### src/rtl/priority_encoder_8to3_if.sv
// -----------------------------------------------------------------------------
// priority_encoder_8to3_if
//
// Purpose:
//   Bundles the request vector and the registered encoder results of
//   priority_encoder_8to3 so that producer and encoder share one port.
//
// Signals:
//   D     [7:0] request vector; bit 7 has the highest priority
//   Y     [2:0] registered index of the highest set bit of the sampled D
//   valid       registered; 1 when the sampled D had any bit set
//   multi       registered; 1 when the sampled D had two or more bits set
//
// Modports:
//   master - request source: drives D, observes Y/valid/multi
//   slave  - the encoder:    observes D, drives Y/valid/multi
// -----------------------------------------------------------------------------
interface priority_encoder_8to3_if;
    logic [7:0] D;
    logic [2:0] Y;
    logic       valid;
    logic       multi;

    modport master (
        output D,
        input  Y,
        input  valid,
        input  multi
    );

    modport slave (
        input  D,
        output Y,
        output valid,
        output multi
    );
endinterface

### src/rtl/priority_encoder_8to3.sv
// -----------------------------------------------------------------------------
// priority_encoder_8to3
//
// Purpose:
//   Registered 8-to-3 priority encoder. Every rising clock edge samples the
//   request vector and loads, one cycle later on the outputs:
//     Y     - index of the highest-numbered asserted request bit
//     valid - at least one request bit was asserted
//     multi - two or more request bits were asserted
//   With no request asserted Y is 000, so Y must always be qualified by valid.
//
// Ports:
//   clk  - single clock, rising edge
//   rst  - asynchronous, active-high reset; clears Y/valid/multi immediately
//   bus  - priority_encoder_8to3_if.slave (D in; Y, valid, multi out)
// -----------------------------------------------------------------------------
module priority_encoder_8to3 (
    input  logic                          clk,
    input  logic                          rst,
    priority_encoder_8to3_if.slave        bus
);

    // -------------------------------------------------------------------------
    // Combinational next state
    // -------------------------------------------------------------------------
    logic [7:0] w_d;
    logic [7:0] w_above_clear;   // bit i: no request set above position i
    logic [7:0] w_winner;        // one-hot: the highest set request bit
    logic [2:0] w_next_y;
    logic       w_next_valid;
    logic       w_next_multi;

    assign w_d = bus.D;

    // A bit wins only when it is set and every higher-priority bit is clear.
    // Building the one-hot winner first keeps the index encode a plain OR.
    generate
        for (genvar gi = 0; gi < 8; gi++) begin : g_winner
            if (gi == 7) begin : g_top
                assign w_above_clear[gi] = 1'b1;
            end else begin : g_lower
                assign w_above_clear[gi] = ~|w_d[7:gi+1];
            end
            assign w_winner[gi] = w_d[gi] & w_above_clear[gi];
        end
    endgenerate

    // Encode the one-hot winner: each index bit is the OR of the winner
    // positions whose index has that bit set.
    generate
        for (genvar gi = 0; gi < 3; gi++) begin : g_encode
            logic [7:0] w_sel;
            for (genvar gj = 0; gj < 8; gj++) begin : g_sel
                assign w_sel[gj] = w_winner[gj] & (((gj >> gi) & 1) == 1);
            end
            assign w_next_y[gi] = |w_sel;
        end
    endgenerate

    assign w_next_valid = |w_d;

    // D & (D - 1) clears the lowest set bit; anything left over means at
    // least two bits were set. For D = 0 the subtraction wraps to all ones
    // and the AND is still zero, so multi stays low.
    assign w_next_multi = |(w_d & (w_d - 8'd1));

    // -------------------------------------------------------------------------
    // Output registers: the only state in the block. No enable, no hold.
    // -------------------------------------------------------------------------
    logic [2:0] r_y;
    logic       r_valid;
    logic       r_multi;

    always_ff @(posedge clk or posedge rst) begin
        if (rst) begin
            r_y     <= 3'b000;
            r_valid <= 1'b0;
            r_multi <= 1'b0;
        end else begin
            r_y     <= w_next_y;
            r_valid <= w_next_valid;
            r_multi <= w_next_multi;
        end
    end

    assign bus.Y     = r_y;
    assign bus.valid = r_valid;
    assign bus.multi = r_multi;

endmodule

### src/flat_wrapper.sv
// flat-port wrapper written by rule: the top's interface ports become plain ports
module priority_encoder_8to3_flat 
  (clk, rst, bus_D, bus_Y, bus_valid, bus_multi);
  priority_encoder_8to3_if bus_i ();
  input  logic clk;
  input  logic rst;
  input wire logic [$bits(bus_i.D)-1:0] bus_D;
  output wire logic [$bits(bus_i.Y)-1:0] bus_Y;
  output wire logic [$bits(bus_i.valid)-1:0] bus_valid;
  output wire logic [$bits(bus_i.multi)-1:0] bus_multi;
  assign bus_i.D = bus_D;
  assign bus_Y = bus_i.Y;
  assign bus_valid = bus_i.valid;
  assign bus_multi = bus_i.multi;
  priority_encoder_8to3 u_core (.clk(clk), .rst(rst), .bus(bus_i));
endmodule
### config.mk
export PLATFORM = sky130hd
export DESIGN_NAME = priority_encoder_8to3_flat
export DESIGN_NICKNAME = d
export VERILOG_FILES = /design/src/rtl/priority_encoder_8to3_if.sv /design/src/rtl/priority_encoder_8to3.sv /design/src/flat_wrapper.sv
export SDC_FILE = /design/constraint.sdc
export NUM_CORES = 1
export LEC_CHECK = 0
export ABC_AREA = 1
export CAP_MARGIN = 10
export CORE_AREA = 2 2 39 41
export CTS_BUF_LIST = sky130_fd_sc_hd__clkbuf_8
export CTS_CLUSTER_DIAMETER = 150
export DETAILED_ROUTE_END_ITERATION = 16
export DIE_AREA = 0 0 41 43
export GPL_TIMING_DRIVEN = 0
export PLACE_DENSITY = 0.57
export SYNTH_ARGS = -nofsm -noshare
export SYNTH_HDL_FRONTEND = slang
export SYNTH_SLANG_ARGS = --single-unit
### constraint.sdc
create_clock -name clk -period 1 [get_ports clk]
set_clock_uncertainty 0.15 [all_clocks]
set_input_delay 0.2 -clock clk [delete_from_list [all_inputs] [get_ports clk]]
set_output_delay 0.2 -clock clk [all_outputs]
set_load 0.005 [all_outputs]
Word level (Yosys, flattened, before mapping) --
Cells that the tools add are included.
Operators by class: bitwise logic cells 7, reductions and logical operators 16, $add $sub $neg 1
Operators with widths (count):
- OR reduction 4 bit | 4
- OR reduction 8 bit | 2
- bitwise AND 8 bit | 1
- subtractor 8 x 1 -> 8 bit, second input constant | 1
- bitwise AND 1 bit | 6
- zero test 1 bit | 6
- OR reduction 6 bit | 1
- OR reduction 5 bit | 1
- OR reduction 3 bit | 1
- OR reduction 2 bit | 1
Word-level totals: register bits 5, output and inout bits 5, logic and storage cells 27, input port bits 10

Depth between registers and ports, before layout --
depth in word-level cells 4, depth in mapped cells 6, gate-level depth less buffers 6

Least setup slack after synthesis --
No wires, ideal clock.
path type input port to flip-flop, start point in bus_D[1], end point reg u_core.r_multi, in the netlist u_core.bus.multi, data arrival time 0.644 ns, path buffers 0, required time 0.731 ns, library setup time 0.119 ns, setup slack 0.087 ns, cell stages on the path 6, cell sequence nor2_4 -> nand2_2 -> nor2_1 -> nor2_1 -> nor2_1 -> nand2_1
On the way: cells in the longest elaborated chain, start to end 3
RTL lines:
- start, declared | RTL line flat_wrapper.sv:7 | input wire logic [$bits(bus_i.D)-1:0] bus_D;
- subtractor 8 x 1 -> 8 bit | RTL line priority_encoder_8to3.sv:65 | assign w_next_multi = |(w_d & (w_d - 8'd1));
- bitwise AND 8 bit * | RTL line priority_encoder_8to3.sv:65
- OR reduction 8 bit * | RTL line priority_encoder_8to3.sv:65
- net u_core.w_next_multi | RTL line priority_encoder_8to3.sv:31 | logic w_next_multi;
- end signal, assigned | RTL line priority_encoder_8to3.sv:82 | r_multi <= w_next_multi;
- end, declared | RTL line priority_encoder_8to3.sv:72 | logic r_multi;
The timed path passes the listed nets; every way through them passes the cells marked *.

Worst setup path after layout --
start point reg u_core.r_y[0], in the netlist u_core.bus.Y[0], end point out bus_Y[0]
RTL lines:
- start, declared | RTL line priority_encoder_8to3.sv:70 | logic [2:0] r_y;
- start signal, assigned | RTL line priority_encoder_8to3.sv:80 | r_y <= w_next_y;
- end, declared | RTL line flat_wrapper.sv:8 | output wire logic [$bits(bus_i.Y)-1:0] bus_Y;
No word-level cell between the ends.

==> results by group <==
Critical path
  – Data arrival, critical path: 0.68 ns
  – Delay of the slowest cell on the worst path: 0.35 ns
  – Type of destination of the critical path: primary output
  – Element type at the critical path start: register
  – Setup Crit Path Kind: reg2out
  – Worst path cell trace: buf_2
  – Biggest fanout along the worst timing path: 1
  – Kind of cell adding the most delay to the critical path: flip-flops
  – Crit path buf inv count: 1
  – Critical-path top delay cell: sky130_fd_sc_hd__dfrtp_1
  – Endpoint required time on the critical path: 0.65 ns

Route
  – Count of vias placed by the detailed router: 333
  – Average detailed-routed wire length per instance: 9.01 um
  – Detailed-route wire length: 721 um
  – First drt pass iteration count: 4
  – Antenna Violating Nets Remaining: 0
  – Ratio of routed vias to standard cells: 4.16
  – Number of DRC markers in iteration 0: 6
  – DRC violations left: 0

Logic synthesis
  – Portion of the post-synthesis area used by sequential elements: 41.5%
  – Count of different cell masters after synthesis: 10
  – Total of flip-flops plus latches after synthesis: 5
  – Post-synth top area cell: sky130_fd_sc_hd__dfrtp_1
  – Area contributors post-synth: sky130_fd_sc_hd__dfrtp_1, sky130_fd_sc_hd__nand2_1, sky130_fd_sc_hd__inv_1, sky130_fd_sc_hd__nor2_1, sky130_fd_sc_hd__nand3_1
  – Post-Syn Instances: 43
  – Area of the mapped netlist: 302 sq um
  – Avg Inst Size Synth: 7.01 sq um
  – Number of synthesis warnings: 0
  – Fraction of synthesized cell area taken by the top area cell type: 41.5%
  – Synth Net Count: 53

Global routing
  – First-pass GRT wire length: 1.16 mm
  – Global-route usage over all layers: 9.83%
  – Total global routing overflow: 0
  – Via count of the first global-routing pass: 316
  – Number of antenna violations at the first check in global routing: 0
  – Pin count of the biggest net entering global routing: 7

Hold path
  – Worst hold path class: in2async

Timing
  – Transition at the pin with the smallest max-transition slack: 0.195 ns
  – Worst hold slack after final layout: 0.0325 ns
  – Final period util: 103%
  – Final setup margin: -0.0345 ns
  – Achievable Freq: 967 MHz
  – Setup repair after global routing missed its margin: true
  – Final worst path period need: 1.03 ns
  – Setup violations, final: 5
  – Max-slew violation count: 0
  – Max transition margin: 87.0%
  – Final hold vios: 0

Clocking
  – Number of clock buffers inserted by TritonCTS: 3
  – Worst-case clock buffer depth: 2
  – Sinks on Clock Net: 5
  – Clock tree from TritonCTS: done
  – Post-cts hold buffer count: 0
  – Count of H-tree levels built during CTS: 1
  – Root buf cell: sky130_fd_sc_hd__clkbuf_8
  – Clock transition time at the flip-flop clock pins of the worst setup and hold paths: 0.03 ns

Die
  – Chip width: 41 um
  – Number of standard-cell rows in the floorplan: 14
  – Vertical extent of the die: 43 um
  – Initial cell density of the core: 21.8%
  – Die area: 1760 sq um
  – Core box area: 1380 sq um
  – Number of top-level pins: 15

Power
  – Leakage dissipation: 0.233 nW
  – Pwr dens: 1360 nW/um^2
  – Max IR drop VDD: 311 uV

Finish
  – Area Overhead vs Synth: 63.1%
  – Fraction of final layout cells sized beyond drive strength 1: 42.2%
  – Post-layout instance area: 492 sq um
  – Post-layout net count: 75
  – Total inserted antenna cells: 0

Placed design
  – Final Wtd Congestion: 0.772
  – Count of buffers inserted at the top-level ports: 14
  – Half-perimeter wire length after placement: 552 um
  – Area after DPL: 462 sq um

Job
  – Max Cap Violations: 0

Run status
  – Status: complete, but fails checks
  – Violations in the final reports: setup timing
==> cell usage in the layout (no fill, tap or decap), types with 2 or more instances in the layout <==
| cell type | n |
|---|---|
| sky130_fd_sc_hd__nand2_1 | 12 |
| sky130_fd_sc_hd__inv_1 | 8 |
| sky130_fd_sc_hd__buf_2 | 7 |
| sky130_fd_sc_hd__dfrtp_1 | 5 |
| sky130_fd_sc_hd__nor2_1 | 4 |
| sky130_fd_sc_hd__clkbuf_2 | 4 |
| sky130_fd_sc_hd__nor2_2 | 3 |
| sky130_fd_sc_hd__nand3_1 | 3 |
| sky130_fd_sc_hd__clkbuf_8 | 3 |
| sky130_fd_sc_hd__buf_4 | 3 |
| sky130_fd_sc_hd__nor2_4 | 2 |
| sky130_fd_sc_hd__nand3_2 | 2 |
==> timing repair <==
action / in CTS / in global routing
endpoints found under the setup margin: 10 / 8
buffers inserted: 2 / 1
resized for setup: 36 / 13
pin swaps: 5 / 10
==> registers in the layout (all words and copies together) (netlist names) <==
name	cells
u_core.bus.Y	3
u_core.bus.multi	1
u_core.bus.valid	1
==> worst max-delay path by stage <==
| stage | from | endpoint | cells after the start |
|---|---|---|---|
| 2_1_floorplan | bus_D[1] | u_core.bus.multi$_DFF_PP0_ | 6 |
| 4_1_cts | u_core.bus.Y[0]$_DFF_PP0_ | bus_Y[0] | 1 |
| 3_5_place_dp | bus_D[1] | u_core.bus.multi$_DFF_PP0_ | 7 |
| 5_1_grt | u_core.bus.valid$_DFF_PP0_ | bus_valid | 1 |
| 6_report | u_core.bus.Y[0]$_DFF_PP0_ | bus_Y[0] | 1 |
| 3_3_place_gp | bus_D[1] | u_core.bus.multi$_DFF_PP0_ | 7 |
==> power by group <==
group          total [mW]  leakage (nW)  switching (mW)  internal [mW]
Clock               0.353        0.0269          0.0910          0.262
Sequential          0.212        0.0482         0.00135          0.210
Combinational       0.103         0.158          0.0564         0.0464
Total               0.668         0.233           0.149          0.519
==> layout make-up <==
| cell class | instances | area, sq um |
|---|---|---|
| Tap cell | 16 | 20.0 |
| Fill cell | 170 | 892 |
| Inverter | 8 | 30.0 |
| Sequential cell | 5 | 125 |
| Timing Repair Buffer | 17 | 106 |
| Multi-Input combinational cell | 30 | 165 |
| Clock inverter | 1 | 3.75 |
| Clock buffer | 3 | 41.3 |
==> metrics by stage <==
stage                     instances  power [mW]  utilization [%]  setup slack (ns)  TNS [ns]
after floorplan                  43       0.257                -            0.0870         0
after global placement           73       0.322             33.4            -0.517     -2.81
after detailed placement         73       0.324             33.4            -0.520     -2.89
after CTS                        79       0.678             36.1           -0.0453    -0.188
after global routing             80       0.709             35.5           -0.0700    -0.310
final                            80       0.668             35.5           -0.0345    -0.142
==> cells in the mapped netlist (all sizes together) <==
master and number:
nand2 13, nor2 9, inv 8, dfrtp 5
nand3 5, and2 1, nand4 1, o211ai 1
==> metal layers <==
metal | track usage [%] | up-vias | part of all wire [%] | wire [um]
li1 | - | 173 | - | -
met1 | 10.3 | 151 | 37 | 266
met2 | 15.0 | 9 | 56 | 402
met5 | 0 | - | 0 | 0
met3 | 3.14 | 0 | 7.2 | 52
met4 | 8.00 | 0 | 0 | 0
==> kinds of logic (layout without fill, tap and decap cells) <==
group / Yosys count / in the layout / synth area share, %
AO/OA/AOI/OAI: 1 / 1 / 2.49
buffers and inverters: 8 / 29 / 9.96
flip-flops: 5 / 5 / 41.5
AND/OR/NAND/NOR: 29 / 29 / 46.1
Note: power is estimated with default switching activity, not from simulation.
